### src/rtl/jstk_xfer_sched.sv
// PmodJSTK 5-byte read sequencer in front of an SPI mode-0 byte engine.
// Optional `JSTK_POLL_EN adds a free-running auto-poll timer of POLL_PERIOD cycles.
module jstk_xfer_sched #(
    parameter int GAP_CYCLES  = 2,
    parameter int POLL_PERIOD = 3333
) (
    input  logic       CLK,
    input  logic       RST,
    input  logic       START,
    input  logic       SPI_BUSY,
    input  logic [7:0] SPI_DOUT,
    output logic       SND_REC,
    output logic       SS,
    output logic [9:0] X_POS,
    output logic [9:0] Y_POS,
    output logic [2:0] BTNS,
    output logic       DVALID,
    output logic       BUSY
);
    localparam int         GAP_EFF  = (GAP_CYCLES < 1) ? 1 : GAP_CYCLES;
    localparam logic [7:0] GAP_LOAD = 8'(GAP_EFF - 1);

    typedef enum logic [2:0] {
        IDLE, SSDLY, REQ, WAIT, CAPT, GAP, DONE
    } state_t;

    state_t      state, state_nxt;
    logic [2:0]  idx, idx_nxt;
    logic [7:0]  cnt, cnt_nxt;
    logic        cap_en;
    logic        launch;
    logic        poll_pend;
    logic [7:0]  rx_buf [0:4];

`ifdef JSTK_POLL_EN
    logic [31:0] poll_cnt;

    // An expiry on the same edge as a launch re-arms the flag so it is never lost.
    always_ff @(posedge CLK or posedge RST) begin
        if (RST) begin
            poll_cnt  <= '0;
            poll_pend <= 1'b0;
        end else if (poll_cnt == 32'd0) begin
            poll_cnt  <= 32'(POLL_PERIOD - 1);
            poll_pend <= 1'b1;
        end else begin
            poll_cnt <= poll_cnt - 32'd1;
            if (launch)
                poll_pend <= 1'b0;
        end
    end
`else
    logic unused_poll;
    assign poll_pend   = 1'b0;
    assign unused_poll = ^32'(POLL_PERIOD);
`endif

    assign launch = (state == IDLE) && (START || poll_pend);

    always_ff @(posedge CLK or posedge RST) begin
        if (RST) begin
            state <= IDLE;
            idx   <= '0;
            cnt   <= '0;
        end else begin
            state <= state_nxt;
            idx   <= idx_nxt;
            cnt   <= cnt_nxt;
        end
    end

    always_comb begin
        state_nxt = state;
        idx_nxt   = idx;
        cnt_nxt   = cnt;
        cap_en    = 1'b0;
        SND_REC   = (state == REQ);
        SS        = (state == IDLE) || (state == DONE);
        BUSY      = (state != IDLE);
        DVALID    = (state == DONE);
        case (state)
            IDLE: begin
                if (launch) begin
                    state_nxt = SSDLY;
                    idx_nxt   = '0;
                    cnt_nxt   = GAP_LOAD;
                end
            end
            SSDLY, GAP: begin
                if (cnt == 8'd0)
                    state_nxt = REQ;
                else
                    cnt_nxt = cnt - 8'd1;
            end
            REQ: begin
                if (SPI_BUSY)
                    state_nxt = WAIT;
            end
            WAIT: begin
                if (!SPI_BUSY)
                    state_nxt = CAPT;
            end
            CAPT: begin
                cap_en = 1'b1;
                if (idx == 3'd4) begin
                    state_nxt = DONE;
                end else begin
                    idx_nxt   = idx + 3'd1;
                    cnt_nxt   = GAP_LOAD;
                    state_nxt = GAP;
                end
            end
            DONE:    state_nxt = IDLE;
            default: state_nxt = IDLE;
        endcase
    end

    // Results load on the CAPT->DONE edge, straight from SPI_DOUT for the last
    // byte, so they are already valid during the DVALID cycle.
    always_ff @(posedge CLK or posedge RST) begin
        if (RST) begin
            for (int i = 0; i < 5; i++)
                rx_buf[i] <= '0;
            X_POS <= '0;
            Y_POS <= '0;
            BTNS  <= '0;
        end else if (cap_en) begin
            rx_buf[idx] <= SPI_DOUT;
            if (idx == 3'd4) begin
                X_POS <= {rx_buf[1][1:0], rx_buf[0]};
                Y_POS <= {rx_buf[3][1:0], rx_buf[2]};
                BTNS  <= SPI_DOUT[2:0];
            end
        end
    end

    logic unused_bits;
    assign unused_bits = ^{rx_buf[1][7:2], rx_buf[3][7:2], rx_buf[4]};

endmodule

### config.mk
export PLATFORM = sky130hd
export DESIGN_NAME = jstk_xfer_sched
export DESIGN_NICKNAME = d
export VERILOG_FILES = /design/src/rtl/jstk_xfer_sched.sv
export SDC_FILE = /design/constraint.sdc
export NUM_CORES = 1
export LEC_CHECK = 0
export ABC_AREA = 1
export BUFFER_PORTS_ARGS = -buffer_cell sky130_fd_sc_hd__buf_2
export CAP_MARGIN = 25
export CELL_PAD_IN_SITES_DETAIL_PLACEMENT = 1
export CELL_PAD_IN_SITES_GLOBAL_PLACEMENT = 1
export CORE_UTILIZATION = 42
export CTS_BUF_LIST = sky130_fd_sc_hd__clkbuf_8 sky130_fd_sc_hd__clkbuf_16
export DETAILED_ROUTE_END_ITERATION = 16
export PLACE_DENSITY = 0.85
export SYNTH_ARGS = -nofsm -noshare
export SYNTH_HDL_FRONTEND = slang
export SYNTH_SLANG_ARGS = --single-unit
### constraint.sdc
create_clock -name CLK -period 2.8 [get_ports CLK]
set_input_delay 0.84 -clock CLK [delete_from_list [all_inputs] [get_ports CLK]]
set_output_delay 0.84 -clock CLK [all_outputs]
set_load 0.05 [all_outputs]
==> metrics <==
worst-margin pin slew 404 ps; Min Hold Slack 473 ps; Clock Path Buffers 2; max-cap violations 0; Psw 0.00124 W; die width 79.9 um; number of buffers added on ports 38; layout cell share with drive strength beyond 1 between 10% and 20%; clock sinks 57; Hold Path Class reg -> reg; Critical Path AT 1480 ps; H-tree levels 3; max frequency roughly 430 MHz; Overflow after GRT 0; Ant. Diodes 0; vias per cell 4.98; die height 79.9 um; Clock transition at path regs about 70 ps; CTS Hold Bufs 0; Layout Nets 364; post-detail-place hpwl around 4000 um; Worst VDD drop 380 uV; R2R cell count 9; Area contributors post-synth dfrtp_1 (56%), nand2_1 (17%), o21ai_1 (4.7%); vias in the first global route 2224; CP startpoint kind flop; Hold Path Stages 2; cell internal pwr 0.00181 W; Yosys top cell area share between 50% and 60%; most common cell after layout, fill and taps aside nand2_1; Final period util just over 80%; Synth Cell Area between 0.002 and 0.003 sq mm; crit-path max FO 7; Setup TNS 0 ps; Synth Warn # 0; Finished Layout Cells 428; most frequent cells in the layout nand2_1 (117), dfrtp_1 (57), buf_2 (38), inv_1 (28), o21ai_1 (24); Power Density approximately 1000 mW/mm^2; # resized after CTS 0; Sw Ratio about two fifths; routed vias about 2100; Setup CP Type reg -> out; initial antenna violation count 0; DR WL/cell approximately 14 um; register share of total power 40.5%; syn avg cell area 8.38 sq um; status completed; die area approximately 0.0064 sq mm; postcts setup bufs 0; Max-slew headroom between 70 and 80%; combinational fraction of design power between 30% and 40%; clock skew between 8 and 9 ps; initial cell density of the core 43.3%; largest net degree at the start of global routing 58; Global Route Usage Sum a little over a fifth; Root Buffer clkbuf_8; Num CTS Buffers 9; P&R area growth vs syn 18.4%; gpl congestion 0.817; Synth area leader dfrtp_1; row count 28; Setup violations, final 0; post-synthesis sequential area ratio roughly 56%; Filler cells 750; CORE AREA 0.00589 sq mm; clock power share between 20% and 30%; crit end category output port; RSZ-0062 raised after global routing false; Routed Antenna Nets 0; global-route wire length before repair ~10000 um; drt initial violations about 120; post-synth cell types 23; P_leak ~1.7 nW; Mapped Cells around 300; Final Max Tran Viols 0; final wirelength 6030 um; first drt pass iteration count 5; clock latency on the worst-skew pair about 340 ps; CTS tree built; dpl cells a little over 400; final hold vios 0; Final Critical Period ~2300 ps; Post-Syn Nets 320; Synth Register Bits 57; I/O pins 39; DRC 0; Data required, critical path between 1500 and 2000 ps
worst max-delay path: stages (launching register included):
cell     delay (ps)
dfrtp_1         470
nor2_4          230
nand2_1          80
o21ai_0          70
buf_2           280
metrics by stage:
step	instance area, sq um	utilization, %	total power (W)	worst slack, ps
final	3020	51.3	0.00305	480
after global routing	3020	51.3	0.00330	366
after CTS	3020	51.3	0.00308	466
after detailed placement	2820	47.9	0.00229	830
after global placement	2820	47.9	0.00222	863
after floorplan	2550	-	0.00204	241
Yosys cell counts:
cell / n
nand3_1: 16
nor4_2: 1
buf_2: 5
inv_2: 3
inv_1: 28
ha_1: 4
xnor2_1: 1
nor3_1: 4
nor2_4: 1
nor2_2: 1
nand3_2: 2
o21ai_2: 1
nand4_1: 3
a21oi_1: 3
nand2_2: 2
nand2_1: 117
nand3_4: 1
nor2_1: 13
buf_4: 2
o21ai_0: 14
or2_2: 1
dfrtp_1: 57
o21ai_1: 24
kinds of logic (layout without fill, tap and decap cells):
| logic type | after synthesis | after routing | share of synthesized area [%] |
|---|---|---|---|
| DFF | 57 | 57 | 56.0 |
| and+or+nand+nor | 162 | 162 | 27.2 |
| AOI/OAI and AO/OA | 42 | 42 | 8.39 |
| buffers and inverters | 38 | 87 | 6.14 |
| adders and majority gates | 4 | 4 | 1.96 |
| xor gates and xnor gates | 1 | 1 | 0.344 |
final timing paths:
kind | start | to | slack, ps
max in group asynchronous | RST | X_POS[4]$_DFFE_PP0P_ | 2000
worst max register to register | idx[0]$_DFFE_PP0P_ | state[1]$_DFFE_PP0P_ | 850
worst max-delay path | state[1]$_DFFE_PP0P_ | SS | 480
worst min register to register | Y_POS[6]$_DFFE_PP0P_ | Y_POS[6]$_DFFE_PP0P_ | 470
worst min-delay path | Y_POS[6]$_DFFE_PP0P_ | Y_POS[6]$_DFFE_PP0P_ | 470
min in group asynchronous | RST | Y_POS[3]$_DFFE_PP0P_ | 540
per-layer routing:
| layer | wire length, um | part of all wire (%) | up-vias | GRT usage [%] |
|---|---|---|---|---|
| met5 | 0 | 0 | - | 0 |
| met4 | 84 | 1.4 | 0 | 8.57 |
| met2 | 3020 | 50 | 35 | 34.7 |
| met3 | 165 | 2.7 | 9 | 6.06 |
| li1 | - | - | 1052 | - |
| met1 | 2770 | 46 | 1036 | 27.5 |
state kept, by name (all words and copies together) (netlist names):
name,cells
cnt,8
X_POS,10
state,3
rx_buf,20
idx,3
BTNS,3
Y_POS,10
power by group through the flow:
stage | clock network (W) | registers (W) | logic, W
after CTS | 0.000781 | 0.00124 | 0.00106
after global placement | 0 | 0.00123 | 0.000996
final | 0.000769 | 0.00124 | 0.00104
after detailed placement | 0 | 0.00124 | 0.00104
after global routing | 0.000829 | 0.00127 | 0.00120
after floorplan | 0 | 0.00122 | 0.000821
final cells by class:
cell class	count	area, sq um	area share (%)
clock buffers	10	138	4.56
clock inverters	6	58.8	1.95
inverters	31	116	3.86
multi-input cells	209	966	32.0
flip-flops and latches	57	1430	47.3
well taps	75	93.8	3.11
repair buffers	40	218	7.22
Note: power is estimated with default switching activity, not from simulation.
